==> config.mk <==
export PLATFORM = sky130hd
export DESIGN_NAME = bnn_mlp_core
export DESIGN_NICKNAME = d
export VERILOG_FILES = /design/src/rtl/bnn_mlp_core.sv
export SDC_FILE = /design/constraint.sdc
export NUM_CORES = 1
export LEC_CHECK = 0
export ABC_AREA = 1
export CAP_MARGIN = 25
export CORE_ASPECT_RATIO = 1.5
export CORE_MARGIN = 2
export CORE_UTILIZATION = 40
export DETAILED_ROUTE_END_ITERATION = 12
export PLACE_DENSITY = 0.58
export SYNTH_ARGS = -nofsm -noshare
export SYNTH_HDL_FRONTEND = slang
export SYNTH_SLANG_ARGS = --single-unit
==> constraint.sdc <==
create_clock -name clk -period 7.3 [get_ports clk]
set_input_delay 2.19 -clock clk [delete_from_list [all_inputs] [get_ports clk]]
set_output_delay 2.19 -clock clk [all_outputs]
set_load 0.1 [all_outputs]
==> src/rtl/bnn_mlp_core.sv <==
// Two-layer binary MLP core: XNOR-popcount neurons with threshold activation, an argmax class
// output, a two-stage valid pipeline and a drained, handshaked weight reload port.
module bnn_mlp_core #(
  parameter int IN_W  = 8,
  parameter int HID_N = 8,
  parameter int OUT_N = 4,
  parameter int LD_W  = 4,
  parameter int TH1   = IN_W / 2,
  parameter int TH2   = HID_N / 2,
  localparam int CW   = (OUT_N > 1) ? $clog2(OUT_N) : 1
) (
  input  logic              clk,
  input  logic              rst_n,
  input  logic              ena,
  input  logic              load_start,
  input  logic              load_valid,
  input  logic [LD_W-1:0]   load_data,
  output logic              load_ready,
  output logic              cfg_loaded,
  input  logic              in_valid,
  input  logic [IN_W-1:0]   in_data,
  output logic              in_ready,
  output logic              out_valid,
  output logic [OUT_N-1:0]  out_data,
  output logic [CW-1:0]     out_class
);

  localparam int HB     = HID_N * IN_W;
  localparam int NB     = HB + OUT_N * HID_N;
  localparam int NBEATS = NB / LD_W;
  localparam int PW     = (NBEATS > 1) ? $clog2(NBEATS) : 1;
  localparam int P1W    = $clog2(IN_W + 1);
  localparam int P2W    = $clog2(HID_N + 1);
  localparam logic [P1W-1:0] TH1_V = P1W'(TH1);
  localparam logic [P2W-1:0] TH2_V = P2W'(TH2);

  typedef enum logic [1:0] {S_RUN, S_DRAIN, S_LOAD} state_t;

  state_t             r_state;
  state_t             w_state_nxt;
  logic [NB-1:0]      r_w;
  logic [PW-1:0]      r_ptr;
  logic               r_cfg;
  logic               r_v1;
  logic [HID_N-1:0]   r_hid;
  logic               r_out_valid;
  logic [OUT_N-1:0]   r_out_data;
  logic [CW-1:0]      r_out_class;

  logic               w_beat;
  logic               w_last;
  logic [P1W-1:0]     w_pop1 [HID_N];
  logic [HID_N-1:0]   w_hid;
  logic [P2W-1:0]     w_pop2 [OUT_N];
  logic [P2W-1:0]     w_best;
  logic [OUT_N-1:0]   w_act;
  logic [CW-1:0]      w_cls;

  assign w_beat     = load_valid && load_ready;
  assign w_last     = (r_ptr == PW'(NBEATS - 1));
  assign cfg_loaded = r_cfg;
  assign out_valid  = r_out_valid;
  assign out_data   = r_out_data;
  assign out_class  = r_out_class;

  always_ff @(posedge clk or negedge rst_n) begin
    if (!rst_n) r_state <= S_RUN;
    else        r_state <= w_state_nxt;
  end

  // Reload waits in DRAIN until both pipeline stages are empty so no sample sees mixed weights.
  always_comb begin
    w_state_nxt = r_state;
    if (ena) begin
      case (r_state)
        S_RUN:   if (load_start) w_state_nxt = S_DRAIN;
        S_DRAIN: if (!r_v1 && !r_out_valid) w_state_nxt = S_LOAD;
        S_LOAD:  if (w_beat && w_last) w_state_nxt = S_RUN;
        default: w_state_nxt = S_RUN;
      endcase
    end
  end

  always_comb begin
    in_ready   = 1'b0;
    load_ready = 1'b0;
    case (r_state)
      S_RUN:   in_ready   = ena;
      S_LOAD:  load_ready = ena;
      default: ;
    endcase
  end

  always_comb begin
    w_hid = '0;
    for (int h = 0; h < HID_N; h++) begin
      w_pop1[h] = '0;
      for (int i = 0; i < IN_W; i++)
        w_pop1[h] = w_pop1[h] + P1W'(in_data[i] ~^ r_w[h*IN_W + i]);
      w_hid[h] = (w_pop1[h] >= TH1_V);
    end
  end

  always_comb begin
    for (int o = 0; o < OUT_N; o++) begin
      w_pop2[o] = '0;
      for (int j = 0; j < HID_N; j++)
        w_pop2[o] = w_pop2[o] + P2W'(r_hid[j] ~^ r_w[HB + o*HID_N + j]);
    end
  end

  // Strict greater-than keeps the lowest index on ties.
  always_comb begin
    w_act  = '0;
    w_cls  = '0;
    w_best = '0;
    for (int o = 0; o < OUT_N; o++) begin
      w_act[o] = (w_pop2[o] >= TH2_V);
      if (w_pop2[o] > w_best) begin
        w_best = w_pop2[o];
        w_cls  = CW'(o);
      end
    end
  end

  // Stage 1: hidden activations, data only
  always_ff @(posedge clk) begin
    if (ena && in_valid && in_ready) r_hid <= w_hid;
  end

  // Stage 1 valid, stage 2 result and weight loading
  always_ff @(posedge clk or negedge rst_n) begin
    if (!rst_n) begin
      r_w         <= '0;
      r_ptr       <= '0;
      r_cfg       <= 1'b0;
      r_v1        <= 1'b0;
      r_out_valid <= 1'b0;
      r_out_data  <= '0;
      r_out_class <= '0;
    end else if (ena) begin
      r_v1        <= in_valid && in_ready;
      r_out_valid <= r_v1;
      if (r_v1) begin
        r_out_data  <= w_act;
        r_out_class <= w_cls;
      end
      if (w_beat) begin
        r_w[int'(r_ptr)*LD_W +: LD_W] <= load_data;
        if (w_last) begin
          r_ptr <= '0;
          r_cfg <= 1'b1;
        end else begin
          r_ptr <= r_ptr + PW'(1);
        end
      end
    end
  end

endmodule

==> impl_metrics.env <==
export IMPL_fin_skew_ns=0.00562
export IMPL_clkSlewWorstSetupHoldPaths_ns=0.06
export IMPL_fin_crit_sh_pct=83.3
export IMPL_rows=65
export IMPL_antenna_cells=0
export IMPL_critPathBufInv=5
export IMPL_cp_start_kind="flop"
export IMPL_syn_to_final_growth_pct=11.9
export IMPL_yosysMostFrequentCell="nand2_1"
export IMPL_synth_top_area_share_pct=33.1
export IMPL_ys_ff_latch=120
export IMPL_netlist_top_cells_count="nand2_1 (266), dfrtp_1 (112), nand3_1 (90)"
export IMPL_clock_fmax_mhz=164
export IMPL_track_usage_pct=22.3
export IMPL_slowest_stage="fa_1"
export IMPL_final_nets=1081
export IMPL_hold_violations=0
export IMPL_drtIter0Drc=408
export IMPL_cts_tree="done"
export IMPL_critPathMaxStageDelay_ns=0.55
export IMPL_hp_class="flop to flop"
export IMPL_ys_flop_type="dfrtp_1"
export IMPL_grt_pass1_vias=6762
export IMPL_crit_type="flop to flop"
export IMPL_grt_pass1_wl_um=37400
export IMPL_cpMostUsedCell="nand2_1"
export IMPL_cts_max_level=4
export IMPL_first_pass_iters=5
export IMPL_core_area_sq_um=20900
export IMPL_grt_max_degree=58
export IMPL_dieArea_sq_um=22400
export IMPL_seq_area_sq_um=3040
export IMPL_post_cts_buffers=0
export IMPL_drc=0
export IMPL_synthCells=973
export IMPL_wirelength_um=23200
export IMPL_route_vias_total=6594
export IMPL_synthTopCellsByArea="dfrtp_1 (33%), nand2_1 (12%), fa_1 (9.5%), xnor2_1 (8.9%), ha_1 (6.4%)"
export IMPL_insertion_delay_ns=0.42
export IMPL_yosysUniqueCellTypes=34
export IMPL_synth_nets=1074
export IMPL_routedWlPerCell_um=18.4
export IMPL_setup_violations=0
export IMPL_cts_resized=0
export IMPL_async_flop_share_pct=93.3
export IMPL_die_w_um=123
export IMPL_multi_input_area_sq_um=4960
export IMPL_worst_pin_slew_ns=0.992
export IMPL_critical_path_top_delay_family="adder cells"
export IMPL_nFillCells=2044
export IMPL_yosysWarnings=0
export IMPL_start_util_pct=40.5
export IMPL_synth_edff_count=8
export IMPL_io_pins=28
export IMPL_grt_antenna_before_repair=0
export IMPL_drv_slew=0
export IMPL_place_hpwl_um=17200
export IMPL_rsz0062_at_grt="false"
export IMPL_synth_top_area_cell="dfrtp_1"
export IMPL_synth_seq_area_share_pct=35.9
export IMPL_crit_fanout=8
export IMPL_endpoint_kind="flop"
export IMPL_portBuffers=27
export IMPL_gp_congestion=0.873
export IMPL_status="complete, no violations"
export IMPL_netlist_area_sq_um=8460
export IMPL_cts_sinks=120
export IMPL_relSlewSlack_pct=33.4
export IMPL_crit_arrival_ns=6.38
export IMPL_setup_tns_ns=0
export IMPL_min_period_ns=6.08
export IMPL_drive_gt1_share_pct=9.06
export IMPL_vias_per_cell=5.23
export IMPL_drt_antenna_violating_nets=0
export IMPL_syn_area_per_cell_sq_um=8.70
export IMPL_ctsHoldBuffers=0
export IMPL_grt_overflow_total=0
export IMPL_cp_required_ns=7.60
export IMPL_cts_path_max_buffers=2
export IMPL_cts_root_buffer_cell="clkbuf_16"
export IMPL_cts_made_buffers=17
export IMPL_die_y_um=182
export IMPL_drv_cap=0
[routing by layer]
metal	part of all wire, %	GRT usage, %
met5	0	0
met4	3.2	9.29
met3	2.6	3.28
met2	55	40.0
met1	40	26.2
[final cells by class]
type / instances / share of cell area, %
Multi-Input combinational cell: 747 / 52.4
Sequential cell: 120 / 32.1
Tap cell: 268 / 3.54
Clock buffer: 24 / 5.09
Clock inverter: 8 / 1.03
Inverter: 60 / 2.38
Timing Repair Buffer: 34 / 3.46
[logic make-up (layout without fill, tap and decap cells)]
logic type / after synthesis / after routing / share of synthesized area (%)
and+or+nand+nor: 524 / 524 / 29.3
DFF: 120 / 120 / 35.9
buffers and inverters: 106 / 126 / 5.54
xor gates and xnor gates: 101 / 101 / 10.5
adders and majority gates: 83 / 83 / 15.8
AOI/OAI and AO/OA: 39 / 39 / 2.90
[per-stage QoR]
step / instance area [sq um] / hold WS [ns] / cells / util [%] / setup WS [ns]
2_1_floorplan: 8460 / 0.461 / 973 / - / 1.53
3_3_place_gp: 8870 / 0.454 / 1228 / 42.4 / 1.39
3_5_place_dp: 8870 / 0.463 / 1228 / 42.4 / 1.29
4_1_cts: 9450 / 0.476 / 1260 / 45.2 / 1.27
5_1_grt: 9470 / 0.505 / 1261 / 45.3 / 0.792
6_report: 9470 / 0.475 / 1261 / 45.3 / 1.22
[worst register-to-register path, delay by kind of cell (launching register included)]
family	cells	cell delay, ns
buf+inv	5	0.25
flops	1	0.47
fa+ha+maj	8	3.12
simple gates	8	1.01
compound gates	7	0.92
xor+xnor	1	0.22
[flip-flops by register name (all words and copies together), names as in the netlist]
| name | count |
|---|---|
| out_valid | 1 |
| out_data | 4 |
| r_hid | 8 |
| cfg_loaded | 1 |
| r_ptr | 5 |
| r_v1 | 1 |
| r_w | 96 |
| out_class | 2 |
| r_state | 2 |
[cell usage in the layout, fill, tap and decap left out, drive strengths merged]
cell / count
nand2: 271
nand3: 113
dfrtp: 112
xnor2: 86
nor2: 77
inv: 60
ha: 43
fa: 40
nand4: 40
clkdlybuf4s50: 24
clkbuf: 24
nor3: 20
xor2: 15
a21oi: 13
o21ai: 12
buf: 10
a311o: 8
edfxtp: 8
or2: 3
clkinvlp: 3
clkinv: 3
o22ai: 2
a31oi: 2
bufinv: 2
o21bai: 1
a21o: 1
[final timing paths]
path	from	end	slack (ns)	cells past startpoint
setup / recovery	r_hid[0]$_DFFE_PP_	out_class[0]$_DFFE_PN0P_	1.22	29
hold / removal	cfg_loaded$_DFFE_PN0P_	cfg_loaded$_DFFE_PN0P_	0.48	1
setup reg to reg	r_hid[0]$_DFFE_PP_	out_class[0]$_DFFE_PN0P_	1.22	29
hold reg to reg	cfg_loaded$_DFFE_PN0P_	cfg_loaded$_DFFE_PN0P_	0.48	1
max in group asynchronous	rst_n	r_w[94]$_DFFE_PN0P_	4.24	2
min in group asynchronous	rst_n	r_ptr[4]$_DFFE_PN0P_	1.83	1
Power is left out: the tool's default activity adds up to more than one toggle a clock period on the data nets, which glitch-free logic cannot reach.
